`src/rtl/button_reader.sv`:
```
// Push-button front end: per-button 2-FF synchroniser, counter debounce,
// press/release edge pulses and a hold auto-repeat FSM.
module button_reader #(
   parameter int N             = 5,
   parameter int DEB_CYCLES    = 1000000,
   parameter int HOLD_CYCLES   = 50000000,
   parameter int REPEAT_CYCLES = 10000000,
   parameter int CNT_W         = 32
) (
   input  logic         clk,
   input  logic         rst,
   input  logic [N-1:0] btn_in,
   output logic [N-1:0] btn_state,
   output logic [N-1:0] btn_press,
   output logic [N-1:0] btn_release,
   output logic [N-1:0] btn_repeat,
   output logic         any_press
);

   localparam logic [CNT_W-1:0] DEB_LAST    = CNT_W'(DEB_CYCLES - 1);
   localparam logic [CNT_W-1:0] HOLD_LAST   = CNT_W'(HOLD_CYCLES - 1);
   localparam logic [CNT_W-1:0] REPEAT_LAST = CNT_W'(REPEAT_CYCLES - 1);

   typedef enum logic [1:0] {IDLE, DELAY, REPEAT} holdState_t;

   logic [N-1:0] r_sync1;
   logic [N-1:0] r_sync2;

   always_ff @(posedge clk) begin
      if (rst) begin
         r_sync1 <= '0;
         r_sync2 <= '0;
      end else begin
         r_sync1 <= btn_in;
         r_sync2 <= r_sync1;
      end
   end

   for (genvar g = 0; g < N; g++) begin : g_btn
      logic             r_state;
      logic             r_press;
      logic             r_release;
      logic             r_repeat;
      logic [CNT_W-1:0] r_dcnt;
      logic [CNT_W-1:0] r_hcnt;
      holdState_t       r_hold;

      logic             w_stateNext;
      logic [CNT_W-1:0] w_dcntNext;
      logic             w_rise;
      logic             w_fall;
      holdState_t       w_holdNext;
      logic [CNT_W-1:0] w_hcntNext;
      logic             w_repeatNext;

      // Any sample that agrees with the accepted level restarts the count.
      always_comb begin
         w_stateNext = r_state;
         w_dcntNext  = '0;
         if (r_sync2[g] != r_state) begin
            if (r_dcnt == DEB_LAST) begin
               w_stateNext = r_sync2[g];
            end else begin
               w_dcntNext = r_dcnt + 1'b1;
            end
         end
      end

      assign w_rise = w_stateNext & ~r_state;
      assign w_fall = ~w_stateNext & r_state;

      // The FSM reacts to the debounced edge on the same clock that updates
      // btn_state, so a release always wins over a repeat due that cycle.
      always_comb begin
         w_holdNext   = r_hold;
         w_hcntNext   = r_hcnt;
         w_repeatNext = 1'b0;
         if (w_fall) begin
            w_holdNext = IDLE;
            w_hcntNext = '0;
         end else begin
            case (r_hold)
               IDLE: begin
                  if (w_rise) begin
                     w_holdNext = DELAY;
                     w_hcntNext = '0;
                  end
               end
               DELAY: begin
                  if (r_hcnt == HOLD_LAST) begin
                     w_holdNext   = REPEAT;
                     w_hcntNext   = '0;
                     w_repeatNext = 1'b1;
                  end else begin
                     w_hcntNext = r_hcnt + 1'b1;
                  end
               end
               REPEAT: begin
                  if (r_hcnt == REPEAT_LAST) begin
                     w_hcntNext   = '0;
                     w_repeatNext = 1'b1;
                  end else begin
                     w_hcntNext = r_hcnt + 1'b1;
                  end
               end
               default: begin
                  w_holdNext = IDLE;
                  w_hcntNext = '0;
               end
            endcase
         end
      end

      always_ff @(posedge clk) begin
         if (rst) begin
            r_state   <= 1'b0;
            r_press   <= 1'b0;
            r_release <= 1'b0;
            r_repeat  <= 1'b0;
            r_dcnt    <= '0;
            r_hcnt    <= '0;
            r_hold    <= IDLE;
         end else begin
            r_state   <= w_stateNext;
            r_press   <= w_rise;
            r_release <= w_fall;
            r_repeat  <= w_repeatNext;
            r_dcnt    <= w_dcntNext;
            r_hcnt    <= w_hcntNext;
            r_hold    <= w_holdNext;
         end
      end

      assign btn_state[g]   = r_state;
      assign btn_press[g]   = r_press;
      assign btn_release[g] = r_release;
      assign btn_repeat[g]  = r_repeat;
   end

   assign any_press = |btn_press;

endmodule

```
`config.mk`:
```
export PLATFORM = sky130hd
export DESIGN_NAME = button_reader
export DESIGN_NICKNAME = d
export VERILOG_FILES = /design/src/rtl/button_reader.sv
export SDC_FILE = /design/constraint.sdc
export NUM_CORES = 1
export LEC_CHECK = 0
export ABC_AREA = 1
export CORE_AREA = 2 2 258 209
export CTS_CLUSTER_DIAMETER = 60
export DETAILED_ROUTE_END_ITERATION = 8
export DIE_AREA = 0 0 260 211
export PLACE_DENSITY = 0.71
export SLEW_MARGIN = 20
export SYNTH_ARGS = -nofsm -noshare
export SYNTH_HDL_FRONTEND = slang
export SYNTH_SLANG_ARGS = --single-unit
export TNS_END_PERCENT = 100
```
`constraint.sdc`:
```
create_clock -name clk -period 3.02 [get_ports clk]
set_clock_uncertainty 0.1 [all_clocks]
set_input_delay 0.604 -clock clk [delete_from_list [all_inputs] [get_ports clk]]
set_output_delay 0.604 -clock clk [all_outputs]
set_load 0.1 [all_outputs]
```
Word level (Yosys, flattened, before mapping)

Cells that the tools add are included.

Output and inout port bits: 21
Word-level logic and storage cells: 198
Register bits: 360
Bits of input ports: 7

Add/subtract/negate cells: 10
Bitwise operators: 30
Equal/unequal tests: 40
Reduce and logical (&&, ||, !) cells: 21
Mux-type cells: 60

Operators by type and width:

| cell                    | number |
|---|---|
| $mux W32                | 15 |
| $pmux W32 S3            | 5 |
| $add A32 B1 Y32 const B | 10 |
| $eq A32 B20 Y1 const B  | 5 |
| $eq A32 B24 Y1 const B  | 5 |
| $eq A32 B26 Y1 const B  | 5 |
| $pmux W2 S3             | 5 |
| $mux W1                 | 20 |
| $mux W2                 | 10 |
| $ne A2 B2 Y1 const B    | 10 |
| $not A1 Y1              | 20 |
| $reduce_and A3 Y1       | 5 |
| $reduce_or A3 Y1        | 5 |
| $and A1 B1 Y1           | 10 |
| $eq A2 B1 Y1 const B    | 5 |
| $eq A2 B2 Y1 const B    | 5 |
| $logic_not A2 Y1        | 5 |
| $pmux W1 S2             | 5 |
| $reduce_or A2 Y1        | 5 |
| $ne A1 B1 Y1            | 5 |
| $reduce_or A5 Y1        | 1 |

Depth between registers and ports, before layout

Gate-level depths: netlist of the first run.

Depth in word-level cells: 6
Depth in mapped cells: 14

Worst setup path before layout of the first run

No wires, ideal clock.

Path kind: reg-to-reg
Start: register g_btn[3].r_hcnt[0]
End: register g_btn[3].r_hcnt[25]
Buffers on the path: 0
Data required time: 2,803 ps
Period minus slack after synthesis: 1,852 ps
Cell stages (with the launch flop): 13
Library setup time: 117 ps
Path slack: 1,168 ps
Arrival time: 1,635 ps
Cell sequence: dfxtp_1 -> ha_1 -> inv_2 -> nor2_2 -> nand3_2 -> nor2_1 -> nand2_2 -> nand2_2 -> nand2_1 -> nand3_2 -> nor2_1 -> nor2_1 -> nor2_1

Cells in the longest elaborated chain, start to end: 3

RTL lines:

| item                                          | RTL line | source |
|---|---|---|
| from (decl)                                   | 45       | `logic [CNT_W-1:0] r_hcnt;` |
| from (signal assigned)                        | 129      | `r_hcnt <= w_hcntNext;` |
| $add A32 B1 Y32, or another cell as far along | 95, 103  |  |
| $mux W32, on equally long branches            | 99, 90   |  |
| $pmux W32 S3 (*)                              | 82       | `case (r_hold)` |

Every way passes the cells marked *; elsewhere a longest branch is shown, timed or not.
A chain may end at the register's enable or synchronous reset.

Worst setup path in the final report of the first run

Start: register g_btn[2].r_dcnt[0]
End: register g_btn[2].r_hcnt[24]

Cells in the longest elaborated chain, start to end: 6

RTL lines:

| item                              | RTL line | source |
|---|---|---|
| from (decl)                       | 44       | `logic [CNT_W-1:0] r_dcnt;` |
| from (signal assigned)            | 128      | `r_dcnt <= w_dcntNext;` |
| $eq A32 B20 Y1 (*)                | 61       | `if (r_dcnt == DEB_LAST) begin` |
| $mux W1 (*)                       | 61       |  |
| $mux W1 (*)                       | 60       | `if (r_sync2[g] != r_state) begin` |
| $not A1 Y1                        | 70       | `assign w_fall = ~w_stateNext & r_state;` |
| $and A1 B1 Y1                     | 70       |  |
| $reduce_or A2 Y1 (no source line) | -        |  |
| to (signal assigned)              | 129      |  |
| to (decl)                         | 45       |  |

Marked as above.

==> flow_summary.toml, run 1 <==
[power]
p_int_uw = 8080
sequentialPowerShare = 0.461
switching_share = 0.217
power_density_nw_per_um2 = 406
combPwrFrac = 0.011
finalPower_uw = 10300
vdd_drop_max_uv = 368
p_clk_frac = 0.528
p_leak_uw = 0.00916
p_sw_uw = 2240

[synth]
netlist_top_cells_area = "dfxtp_1, nand2_1, nor2_1"
ys_async_sr_fraction = 0
synthXorXnorAreaFrac = 0.0282
synth_ff_type = "dfxtp_1"
yosysTopAreaCellShare = 0.309
synth-edff-count = 0
synthMuxAreaShare = 0
yosys.area_share.adder = 0.0161
syn_inst = 3869
syn_area_sq_um = 23300
ys_seq_area_frac = 0.309
yosysWarningCount = 0
synthSimpleGateAreaFrac = 0.457
synth.distinct_cells = 45
syn-num-nets = 3906
synth_compound_area_frac = 0.0795
yosys_register_bits = 360
synth_top_family_by_area = "simple AND/OR/NAND/NOR gates"
synth_top_area_cell = "dfxtp_1"
synth_area_per_cell_sq_um = 6.03

[clock_tree]
cts_tree = "yes"
path_clk_slew_ps = 60
cts_buffer_depth = 3
holdBufCountCts = 0
numCtsBuffers = 41
cts-root-buf = "clkbuf_16"
cts_resized = 0
ctsHtreeMaxLevel = 2
cts.sinks = 360
postCtsSetupBuffers = 0
clk_latency_ps = 570

[grt]
grt_use_total = 0.220
grt_overflow = 0
grt_first_pass_wirelength_um = 102000
antenna_found_initial = 0
grt_pass1_vias = 20800
use_met3 = 0.0293
grt_max_degree = 35
gr-usage-met2 = 0.329
use_met1 = 0.333
top_usage_layer = "met1"

[sta]
finalHoldViolCount = 0
slew_headroom = 0.392
period_share = 0.839
setup_viol = 0
rsz0062_at_grt = "no"
max_freq_mhz = 395
min_period_ps = 2530
timing.final.max_slew_violations = 0
setup-tns-final_ps = 0
worstMarginPinSlew_ps = 911

[worst_hold_path]
min_path_cells = 2
hp-class = "reg -> reg"

[cells_and_area]
finalInstanceArea_sq_um = 25400
n_fill_cell = 5448
final_common_cell = "nand2_1"
layout-drive-gt1-share = 0.0631
nNetsFinal = 3889
syn_to_final_growth_pct = 8.85
register_area_sq_um = 7210
utilization = 0.488
final_cell_mix = "nand2_1, nor2_1, inv_1"
multi_input_area_sq_um = 13500
diodes = 0

[detailed_routing]
wl_per_cell_um = 13.2
ant_nets = 0
drc_errors = 0
vias_per_cell = 5.17
first_pass_iters = 6
first_iter_violations = 2257
finalWirelength_um = 60300
vias = 23700

[floorplan]
die_width_um = 260
die_h_um = 211
design.core.area_sq_um = 52100
std_cell_rows = 75
initial_core_util = 0.448
die-area_sq_um = 54900
ios = 28

[critical_path]
slowest_stage = "inv_1"
arrival_ps = 2940
path_depth = 12
cp_common_cell = "nand2_1"
critPathBufInv = 2
cp-end-kind = "flip-flop"
crit_required_ps = 3420
cp-start-kind = "flip-flop"
r2r_cells = 12
worstPathCellList = "ha_1 -> nand2_1 -> inv_1 -> nand2_1 -> nor2_1 -> nand2_1 -> nor2_4 -> nand3b_1 -> nand2_1 -> inv_1 -> o21ai_0 -> a21oi_1"
worst-path-max-fanout = 26
critical-path-top-delay-family = "buffers and inverters"
worstSetupPathType = "reg -> reg"
critPathMaxStageDelay_ps = 690

[placed_design]
dp_hpwl_um = 44400
place_area_sq_um = 23900
portBuffers = 27
finalWeightedCongestion = 0.967

[flow_run]
drv_cap = 0

[outcome]
outcome = "finished, final reports clean"
-- sequential cells by signal, indices dropped and copies added (netlist names) --
name / flops
g_btn.r_repeat: 5
g_btn.r_hcnt: 160
g_btn.r_press: 5
g_btn.r_state: 5
g_btn.r_dcnt: 160
r_sync2: 5
g_btn.r_hold: 10
g_btn.r_release: 5
r_sync1: 5
-- metal layers --
| metal | vias up | share of wire |
|---|---|---|
| li1 | 12400 | - |
| met1 | 10600 | 0.51 |
| met2 | 681 | 0.41 |
| met3 | 52 | 0.067 |
| met4 | 0 | 0.013 |
| met5 | - | 0 |
-- stage by stage --
stage	instances	hold slack, ps	setup slack (ps)
6_report	4578	304	485
3_3_place_gp	4502	290	261
4_1_cts	4578	306	516
5_1_grt	4578	318	181
2_1_floorplan	3869	288	1170
3_5_place_dp	4502	295	208
-- cell type report --
type / count / area share
Tap cell: 693 / 0.0341
Inverter: 486 / 0.0718
Sequential cell: 360 / 0.284
Multi-Input combinational cell: 2900 / 0.533
Clock buffer: 52 / 0.0432
Clock inverter: 24 / 0.0142
Timing Repair Buffer: 63 / 0.0197
-- power by group through the flow --
stage	sequential, uW	clock (uW)	combinational, uW
after CTS	4760	5600	111
final	4760	5450	110
after global placement	4870	0	110
after global routing	4760	5800	123
after floorplan	4870	0	75.0
after detailed placement	4870	0	110
-- worst paths after layout --
check | startpoint | endpoint | slack (ps)
worst min-delay path | r_sync1[2] | r_sync2[2] | 300
worst max-delay path | g_btn[2].r_dcnt[0] | g_btn[2].r_hcnt[24] | 490
worst min register to register | r_sync1[2] | r_sync2[2] | 300
worst max register to register | g_btn[2].r_dcnt[0] | g_btn[2].r_hcnt[24] | 490
-- synth_stat cells, types with 2 or more instances --
cell type,instances
nor2_4,7
nand2_1,1030
nor2_2,22
nand3b_1,15
nand4_1,119
o21bai_1,2
or2_2,31
inv_2,19
nand2_4,3
xor2_1,60
dfxtp_1,360
a31oi_1,2
inv_1,465
a211oi_1,2
nor2_1,644
o21ai_0,91
clkbuf_2,3
nor3_1,128
buf_4,30
buf_2,48
nand2_2,17
o2111ai_1,9
nand3_2,14
o21ai_1,6
nand3_1,336
clkbuf_1,23
nor3_2,5
buf_6,15
nor3b_1,24
and3_1,5
o22ai_1,2
clkinv_1,2
a21oi_1,241
ha_1,30
nor4_1,29
buf_1,3
xnor2_1,15
or2_0,3
o21a_1,3
-- worst min-delay path, stage by stage (launching register included) --
cell	delay (ps)
dfxtp_1	290
inv_1	40
nor2_1	30
-- kinds of logic (layout without fill, tap and decap cells) --
family / count (synthesis) / in the layout
and+or+nand+nor: 2436 / 2436
AOI/OAI and AO/OA: 359 / 359
xor gates and xnor gates: 75 / 75
DFF: 360 / 360
adders and majority gates: 30 / 30
buffers and inverters: 609 / 625
(Power assumes the default switching activity.)
==> run 2: changes to the inputs <==
==> constraint.sdc (replaced) <==
create_clock -name clk -period 2.5 [get_ports clk]
set_clock_uncertainty 0.1 [all_clocks]
set_input_delay 0.5 -clock clk [delete_from_list [all_inputs] [get_ports clk]]
set_output_delay 0.5 -clock clk [all_outputs]
set_load 0.1 [all_outputs]
==> flow_summary.toml, run 2 (synthesis results as in run 1) <==
[power]
combPwrFrac = 0.012
power_density_nw_per_um2 = 471
switching_share = 0.216
vdd_drop_max_uv = 499
p_int_uw = 9460
p_sw_uw = 2610
sequentialPowerShare = 0.477
p_leak_uw = 0.00929
p_clk_frac = 0.511

[cells_and_area]
final_cell_mix = "nand2_1, nor2_1, inv_1"
multi_input_area_sq_um = 13500
nNetsFinal = 3917
diodes = 0
layout-drive-gt1-share = 0.0693
reg_top3 = "g_btn.r_dcnt: 160 flops, g_btn.r_hcnt: 160 flops, g_btn.r_hold: 10 flops"
register_area_sq_um = 7210
n_fill_cell = 5454
fin_cells = 4602
final_common_cell = "nand2_1"
utilization = 0.491
syn_to_final_growth_pct = 9.68

[grt]
grt_max_degree = 57
antenna_found_initial = 0
grt_first_pass_wirelength_um = 102000
grt_pass1_vias = 20700
grt_use_total = 0.220
top_usage_layer = "met1"
use_met3 = 0.0284
grt_overflow = 0
use_met1 = 0.332
gr-usage-met2 = 0.327

[worst_hold_path]
hp-class = "reg -> reg"
min_path_cells = 2

[critical_path]
r2r-end = "g_btn[1].r_hcnt[2]"
rr_startpoint = "g_btn[1].r_dcnt[0]"
r2r_setup_slack_ps = 250
startpoint = "g_btn[1].r_dcnt[0]"
arrival_ps = 2600
worstSetupPathType = "reg -> reg"
crit_required_ps = 2850
r2r_cells = 13
worst-path-max-fanout = 21
cp-end-kind = "flip-flop"
endpoint = "g_btn[1].r_hcnt[2]"
cp-start-kind = "flip-flop"

[clock_tree]
cts_tree = "yes"
cts.sinks = 360
ctsHtreeMaxLevel = 2
holdBufCountCts = 0
path_clk_slew_ps = 60
clk_latency_ps = 580
cts-root-buf = "clkbuf_16"
cts_buffer_depth = 3
numCtsBuffers = 41

[placed_design]
portBuffers = 27
finalWeightedCongestion = 0.971
dp_hpwl_um = 44700
dp_cells = 4529

[sta]
finalHoldViolCount = 0
setup_viol = 0
min_period_ps = 2250
max_freq_mhz = 444
timing.final.max_slew_violations = 0
setup-tns-final_ps = 0
worstMarginPinSlew_ps = 586
period_share = 0.900
rsz0062_at_grt = "no"
slew_headroom = 0.608

[floorplan]
die_width_um = 260
design.core.area_sq_um = 52100
initial_core_util = 0.448
die_h_um = 211
die-area_sq_um = 54900
ios = 28
std_cell_rows = 75

[detailed_routing]
finalWirelength_um = 60400
ant_nets = 0
vias_per_cell = 5.15
vias = 23700
wl_per_cell_um = 13.1
first_pass_iters = 6
drc_errors = 0
first_iter_violations = 2269

[flow_run]
drv_cap = 0

[outcome]
outcome = "finished, final reports clean"
==> run 2: area by class of cell <==
cell class,count,area share
clock buffer,59,0.0470
clock inverter,13,0.00660
inverter,486,0.0714
multi-input combinational,2900,0.529
sequential,360,0.282
tap,693,0.0339
timing repair buffer,90,0.0301
timing repair inverter,1,0.000293
==> run 2: critical path, stage by stage (launching register included) <==
cell        delay [ps]
dfxtp_1            350
ha_1               200
nand2_2             80
nor2_4             170
inv_2               40
nor2_1              80
nand2_1             70
nor2_2             160
nand3_2            120
nand2_2            120
buf_6              210
clkinvlp_4         210
a21oi_1            160
nor2_1              50
==> run 2: layer usage <==
layer	wire, um	vias to the layer above
met3	3980	74
met5	0	-
met2	24800	684
li1	-	12400
met4	1100	0
met1	30500	10500
==> run 2: how the worst min path moves through the flow <==
stage | startpoint | endpoint
after floorplan | r_sync1[0] | r_sync2[0]
after global placement | r_sync1[4] | r_sync2[4]
after detailed placement | r_sync1[2] | r_sync2[2]
after CTS | btn_in[1] | r_sync1[1]
after global routing | btn_in[1] | r_sync1[1]
final | r_sync1[2] | r_sync2[2]
==> run 2: power groups by stage <==
stage / clock, uW / sequential (uW) / combinational, uW
detailed placement: 0 / 5880 / 144
global route: 6610 / 5750 / 159
floorplan: 0 / 5880 / 90.6
global placement: 0 / 5880 / 143
CTS: 6350 / 5750 / 145
finish: 6170 / 5760 / 143
==> run 2: what timing repair did <==
item                       4_1_cts  5_1_grt
setup endpoints to repair        0        3
buffers inserted                 0        0
gates resized for setup          0        3
hold endpoints to repair         0        0
==> run 2: stage by stage <==
stage               hold slack [ps]  setup slack [ps]  power (uW)  instance area (sq um)
CTS                             291               183       12200                  25600
floorplan                       288               648        5970                  23300
finish                          303               249       12100                  25600
global route                    325              25.8       12500                  25600
global placement                290               269        6020                  24200
detailed placement              300               223        6030                  24200
